==> config.mk <==
export PLATFORM = sky130hd
export DESIGN_NAME = alu_reg_seq_ctrl
export DESIGN_NICKNAME = d
export VERILOG_FILES = /design/src/rtl/alu_reg_pkg.sv /design/src/rtl/alu_reg_seq_ctrl.sv
export SDC_FILE = /design/constraint.sdc
export NUM_CORES = 1
export LEC_CHECK = 0
export ABC_AREA = 1
export CORE_MARGIN = 2
export CORE_UTILIZATION = 36
export CTS_BUF_LIST = sky130_fd_sc_hd__clkbuf_4
export CTS_CLUSTER_SIZE = 20
export DETAILED_ROUTE_END_ITERATION = 10
export PLACE_DENSITY = 0.73
export REMOVE_ABC_BUFFERS = 1
export SYNTH_ARGS = -nofsm -noshare
export SYNTH_HDL_FRONTEND = slang
export SYNTH_SLANG_ARGS = --single-unit
==> constraint.sdc <==
create_clock -name clk -period 1.5 [get_ports clk]
set_clock_uncertainty 0.05 [all_clocks]
set_input_delay 0.375 -clock clk [delete_from_list [all_inputs] [get_ports clk]]
set_output_delay 0.375 -clock clk [all_outputs]
set_load 0.01 [all_outputs]
==> src/rtl/alu_reg_pkg.sv <==
// Shared definitions for the register-file/ALU sequencer.
//   state_t    : sequencer FSM encoding
//   *_LSB/_W   : control-word field positions and widths
//   CTRL_MASK  : keeps W_Addr, R_Addr_A, R_Addr_B and ALU_OP, zeroes the rest
package alu_reg_pkg;

    typedef enum logic [1:0] {
        IDLE   = 2'd0,
        DECODE = 2'd1,
        EXEC   = 2'd2,
        WB     = 2'd3
    } state_t;

    localparam int unsigned WADDR_LSB   = 0;
    localparam int unsigned RADDR_A_LSB = 10;
    localparam int unsigned RADDR_B_LSB = 20;
    localparam int unsigned ALUOP_LSB   = 28;
    localparam int unsigned ADDR_W      = 5;
    localparam int unsigned ALUOP_W     = 4;

    localparam logic [31:0] CTRL_MASK = 32'hF1F07C1F;

endpackage

==> src/rtl/alu_reg_seq_ctrl.sv <==
// Multi-cycle sequencer driving the register-file/ALU datapath control word.
// Ports:
//   clk, rst          : rising-edge clock, asynchronous active-high reset
//   instr/instr_valid : instruction word and its valid strobe
//   instr_ready       : high only in IDLE
//   ctrl_word         : masked instruction held from DECODE until next accept
//   Write_Reg         : one-cycle register-file write enable (in WB)
//   ZF, OF            : ALU flags from the datapath
//   zf_q, of_q        : flags captured at the end of WB
//   done              : one-cycle retire pulse (first IDLE cycle after WB)
//   busy              : state != IDLE
//   retired_cnt       : wrapping count of retired instructions
import alu_reg_pkg::*;

module alu_reg_seq_ctrl #(
    parameter int unsigned EXEC_CYCLES = 2,
    parameter bit          SUPPRESS_R0 = 1'b1,
    parameter int unsigned CNT_W       = 16
) (
    input  logic             clk,
    input  logic             rst,
    input  logic [31:0]      instr,
    input  logic             instr_valid,
    output logic             instr_ready,
    output logic [31:0]      ctrl_word,
    output logic             Write_Reg,
    input  logic             ZF,
    input  logic             OF,
    output logic             zf_q,
    output logic             of_q,
    output logic             done,
    output logic             busy,
    output logic [CNT_W-1:0] retired_cnt
);

    localparam logic [3:0] EXEC_LAST = 4'(EXEC_CYCLES - 1);

    state_t           r_state;
    state_t           w_state_nxt;
    logic [3:0]       r_exec_cnt;
    logic [31:0]      r_ctrl_word;
    logic             r_write_reg;
    logic             r_zf;
    logic             r_of;
    logic             r_done;
    logic [CNT_W-1:0] r_retired_cnt;
    logic             w_exec_last;
    logic             w_wr_en;

    assign w_exec_last = (r_exec_cnt == EXEC_LAST);
    assign w_wr_en     = !(SUPPRESS_R0 && (r_ctrl_word[WADDR_LSB +: ADDR_W] == '0));

    // State register
    always_ff @(posedge clk or posedge rst) begin
        if (rst) begin
            r_state <= IDLE;
        end else begin
            r_state <= w_state_nxt;
        end
    end

    // Next-state logic
    always_comb begin
        w_state_nxt = r_state;
        case (r_state)
            IDLE:    if (instr_valid) w_state_nxt = DECODE;
            DECODE:  w_state_nxt = EXEC;
            EXEC:    if (w_exec_last) w_state_nxt = WB;
            WB:      w_state_nxt = IDLE;
            default: w_state_nxt = IDLE;
        endcase
    end

    // Output logic
    always_comb begin
        instr_ready = (r_state == IDLE);
        busy        = (r_state != IDLE);
        ctrl_word   = r_ctrl_word;
        Write_Reg   = r_write_reg;
        zf_q        = r_zf;
        of_q        = r_of;
        done        = r_done;
        retired_cnt = r_retired_cnt;
    end

    // Registered datapath controls. Write_Reg is set on the EXEC->WB edge so
    // it is high exactly during WB; done is set on the WB->IDLE edge.
    always_ff @(posedge clk or posedge rst) begin
        if (rst) begin
            r_ctrl_word   <= '0;
            r_exec_cnt    <= '0;
            r_write_reg   <= 1'b0;
            r_zf          <= 1'b0;
            r_of          <= 1'b0;
            r_done        <= 1'b0;
            r_retired_cnt <= '0;
        end else begin
            r_write_reg <= 1'b0;
            r_done      <= 1'b0;
            case (r_state)
                IDLE: begin
                    if (instr_valid) r_ctrl_word <= instr & CTRL_MASK;
                end
                DECODE: begin
                    r_exec_cnt <= '0;
                end
                EXEC: begin
                    r_exec_cnt <= r_exec_cnt + 4'd1;
                    if (w_exec_last) r_write_reg <= w_wr_en;
                end
                WB: begin
                    // Flags are the pre-write values; the register file
                    // updates on this same edge.
                    r_zf          <= ZF;
                    r_of          <= OF;
                    r_retired_cnt <= r_retired_cnt + CNT_W'(1);
                    r_done        <= 1'b1;
                end
                default: ;
            endcase
        end
    end

endmodule

==> metrics list <==
* Most used standard cells in the synthesized netlist: 45 x sky130_fd_sc_hd__dfrtp_1, 36 x sky130_fd_sc_hd__nand2_1, 21 x sky130_fd_sc_hd__inv_1
* Clock latency of the later-clocked register in the worst-skew pair: around 340 ps
- Number of synthesized flops with an enable pin: 0
- Library cell occupying the most area in the post-synthesis netlist: sky130_fd_sc_hd__dfrtp_1
- sky130_fd_sc_hd__dfrtp_1 is the most common cell in the netlist.
- Across the VDD grid, the largest voltage drop is 0.851 mV.
- After detailed routing, the number of remaining DRC violations is 0.
- In the final routed layout, each cell accounts on average for between 10 and 15 µm.
* Multiplexer area fraction after synthesis: between 10% and 20%
- Clock tree from TritonCTS: built
* Final period demand of the worst path: between 1500 and 2000 ps
- Of the total synthesized cell area, the portion taken by AND, OR, NAND and NOR gates is between 10% and 20%.
* Min-Delay Path Class: in2async
- The worst setup path is captured at an output port.
* Worst setup margin: -51.9 ps
- The tightest hold path in the finished design has a slack of about 310 ps.
- After layout, the worst path uses 103% of the clock period.
- After detailed routing, the total wire length is between 4000 and 5000 µm.
* Fraction of layout instances using a drive strength above 1: 26.2%
* Final Hold Fails: 0
* Async set or reset register ratio after synthesis: 100%
- After routing, the total negative slack on setup checks comes to -53.4 ps.
- Number of nets with antenna violations after routing: 0
- The first detailed-routing pass ran for 4 iterations.
* Post-layout util: a little under three fifths
- Xor/xnor share of the synthesized area: a little over 4%
- For this block, wires on met1 add up to 1890 µm.
- The floorplan step set the die height to approximately 81 µm.
- The clock passes through at most 2 buffers.
- Mapped Avg Cell Area: slightly above 10 µm²
* Buffer type at the clock tree root: sky130_fd_sc_hd__clkbuf_4
- Sorting the synthesized cells by area gives the leading types as sky130_fd_sc_hd__dfrtp_1 53%, sky130_fd_sc_hd__mux2_2 11%, sky130_fd_sc_hd__nand2_1 6.4%.
* Largest stage delay on the critical path: around 410 ps
* CP most frequent cell: sky130_fd_sc_hd__inv_2
* Max cap viols: 0
- Synthesis-to-finish area growth: 52.0%
- Among all stages on the critical path, the largest delay is contributed by sky130_fd_sc_hd__dfrtp_1.
- Number of warning messages in the yosys log: 0
- Pin placement for this block handled 91 I/O pins.
* Ordered cell list for the critical path: inv_2, ha_4, inv_2, buf_6
- Most instantiated flip-flop cell in the synthesis netlist: sky130_fd_sc_hd__dfrtp_1
- After synthesis, the netlist uses 24 different library cells.
* Core region area: 5570 µm²
* Met3 Wirelength: 348 µm
- Via count: around 1700
- In this run the number of H-tree levels came out at 2.
- Leakage power: ~1.5 nW
- In this run, synthesis produced a sequential element count of 45.
* Clock net sink count: 45
- Among cell families on the critical path, the largest total delay comes from flip-flops.
* Category of the most critical setup path: reg2out
* DRC violation total after the first TritonRoute iteration: 70
* Largest family of logic cells by synthesized area: simple AND/OR/NAND/NOR gates
* Buffers on Ports: 64
- Synthesized-area fraction occupied by adder cells: around 3.6%
* Post-synthesis instance area: between 2000 and 2500 µm²
* Run status: finished, violations left
- Vias in the first global route: roughly 1700
- Largest driver fanout on the critical path: 3
- At the worst endpoint, the required time is about 1100 ps.
* Power per cell area: ~1600 nW/µm²
- Final Net Count: between 300 and 400
* Top cell type's share of synthesized area: 53.3%
* Placer's final routability congestion estimate: approximately 0.8
- The die covers 6490 µm².
* Placed cell area: between 2000 and 3000 µm²
- Antenna violations before repair: 0
* Setup repair after global routing missed its margin: true
- Entering global routing, the biggest net connects 46 pins.
- After detailed routing, the met2 layer carries between 2000 and 2500 µm of wire.
- Wire length of the first global-routing pass: 7520 µm
- Crit path buffers/inverters: 3
* Final slew viol count: 0
* Non-Filler Cell Area, Final: roughly 3200 µm²
* Violated checks: negative setup slack
* Sequential element share of the synthesized area: 53.3%
- Synthesized instance count: a little over 200
- STA classifies the critical path startpoint as a flip-flop.
- After detailed routing, no signal wire sits above met4.
- Share of the synthesized area in compound gates (AO/OA/AOI/OAI): 3.56%
- Using the TritonRoute via totals, the vias-per-cell ratio works out to 4.44.
- Rows: 27
- The repair_antennas step left the layout with diodes totalling 0.
* Arrival time worst endpoint: ~1100 ps
- Setup violations, final: 2
- Width of the die: between 80 and 90 µm
* Register clock-pin slew on the reported worst setup and hold paths: about 130 ps
- The total overflow left after global routing is 0.
- Buffers inserted during clock tree synthesis total 5.
- Static timing analysis puts the maximum clock frequency at approximately 640 MHz.
- Overall fraction of global-route tracks in use: between 10 and 15%
- Detailed placement HPWL: around 3200 µm
- Starting Density: between 30 and 40%
[worst paths after layout]
path | slack (ps) | to | depth (start not counted) | start
worst max-delay path | -50 | busy | 4 | r_state[1]
worst min-delay path | 310 | ctrl_word[30] | 3 | rst
worst max register to register | 40 | ctrl_word[29] | 6 | r_state[0]
worst min register to register | 470 | ctrl_word[13] | 1 | ctrl_word[13]
max in group asynchronous | 880 | retired_cnt[4] | 3 | rst
min in group clk | 470 | ctrl_word[13] | 1 | ctrl_word[13]
[cells by family (layout without fill, tap and decap cells)]
group           count (synthesis)  after routing
simple gates                   71             71
compound gates                 13             13
buf+inv                        37            131
flops                          45             45
xor+xnor                       10             10
fa+ha+maj                       6              6
mux                            20             20
other cells                     1             13
[tightest hold or removal path, delay by kind of cell]
family                 cells  cell delay (ps)
buffers and inverters      3              720
[stage by stage]
step	setup WS, ps	cells	power [mW]
2_1_floorplan	-179	199	3.04
3_3_place_gp	-132	352	4.29
3_5_place_dp	-147	352	4.35
4_1_cts	-75.5	373	4.90
5_1_grt	-138	381	5.44
6_report	-51.9	381	5.04
[repair_timing]
action / CTS / global route
setup endpoints to repair: 62 / 62
cloned: 1 / 1
gates resized for setup: 58 / 35
hold buffers: 0 / 0
setup buffers: 12 / 7
pin swaps: 1 / 0
[power by group]
part	switching, mW	leakage (nW)	internal, mW
logic	1.15	0.953	1.47
clock network	0.381	0.0300	0.170
registers	0.225	0.565	1.65
total	1.75	1.55	3.29
[per-layer routing]
layer	vias to the layer above	GRT usage [%]
li1	840	-
met1	790	17.5
met2	54	26.3
met3	6	5.17
met4	0	3.56
met5	-	0
[cell type report]
type	instances	area [µm²]
multi-input cells	133	882
well taps	72	90.1
repair buffers	102	982
flip-flops and latches	45	1130
fillers	511	2360
inverters	21	78.8
clock inverters	3	12.5
clock buffers	5	37.5
[sequential cells by signal, summed over array words and instances, names as in the netlist]
name / cells
Write_Reg: 1
ctrl_word: 19
done: 1
of_q: 1
r_exec_cnt: 4
r_state: 2
retired_cnt: 16
zf_q: 1
[cells in the final DEF (no fill, tap or decap), types with 8 or more instances in the layout]
cell                              Yosys  layout
sky130_fd_sc_hd__buf_4               14      34
sky130_fd_sc_hd__clkdlybuf4s15_1      0      32
sky130_fd_sc_hd__clkdlybuf4s50_1      0      23
sky130_fd_sc_hd__conb_1               1      13
sky130_fd_sc_hd__dfrtp_1             45      45
sky130_fd_sc_hd__inv_1               21      17
sky130_fd_sc_hd__mux2_2              20      20
sky130_fd_sc_hd__nand2_1             36      35
sky130_fd_sc_hd__nand4_1              8       8
sky130_fd_sc_hd__nor2_1              13      13
No activity file was read; power rests on OpenSTA's default activity.
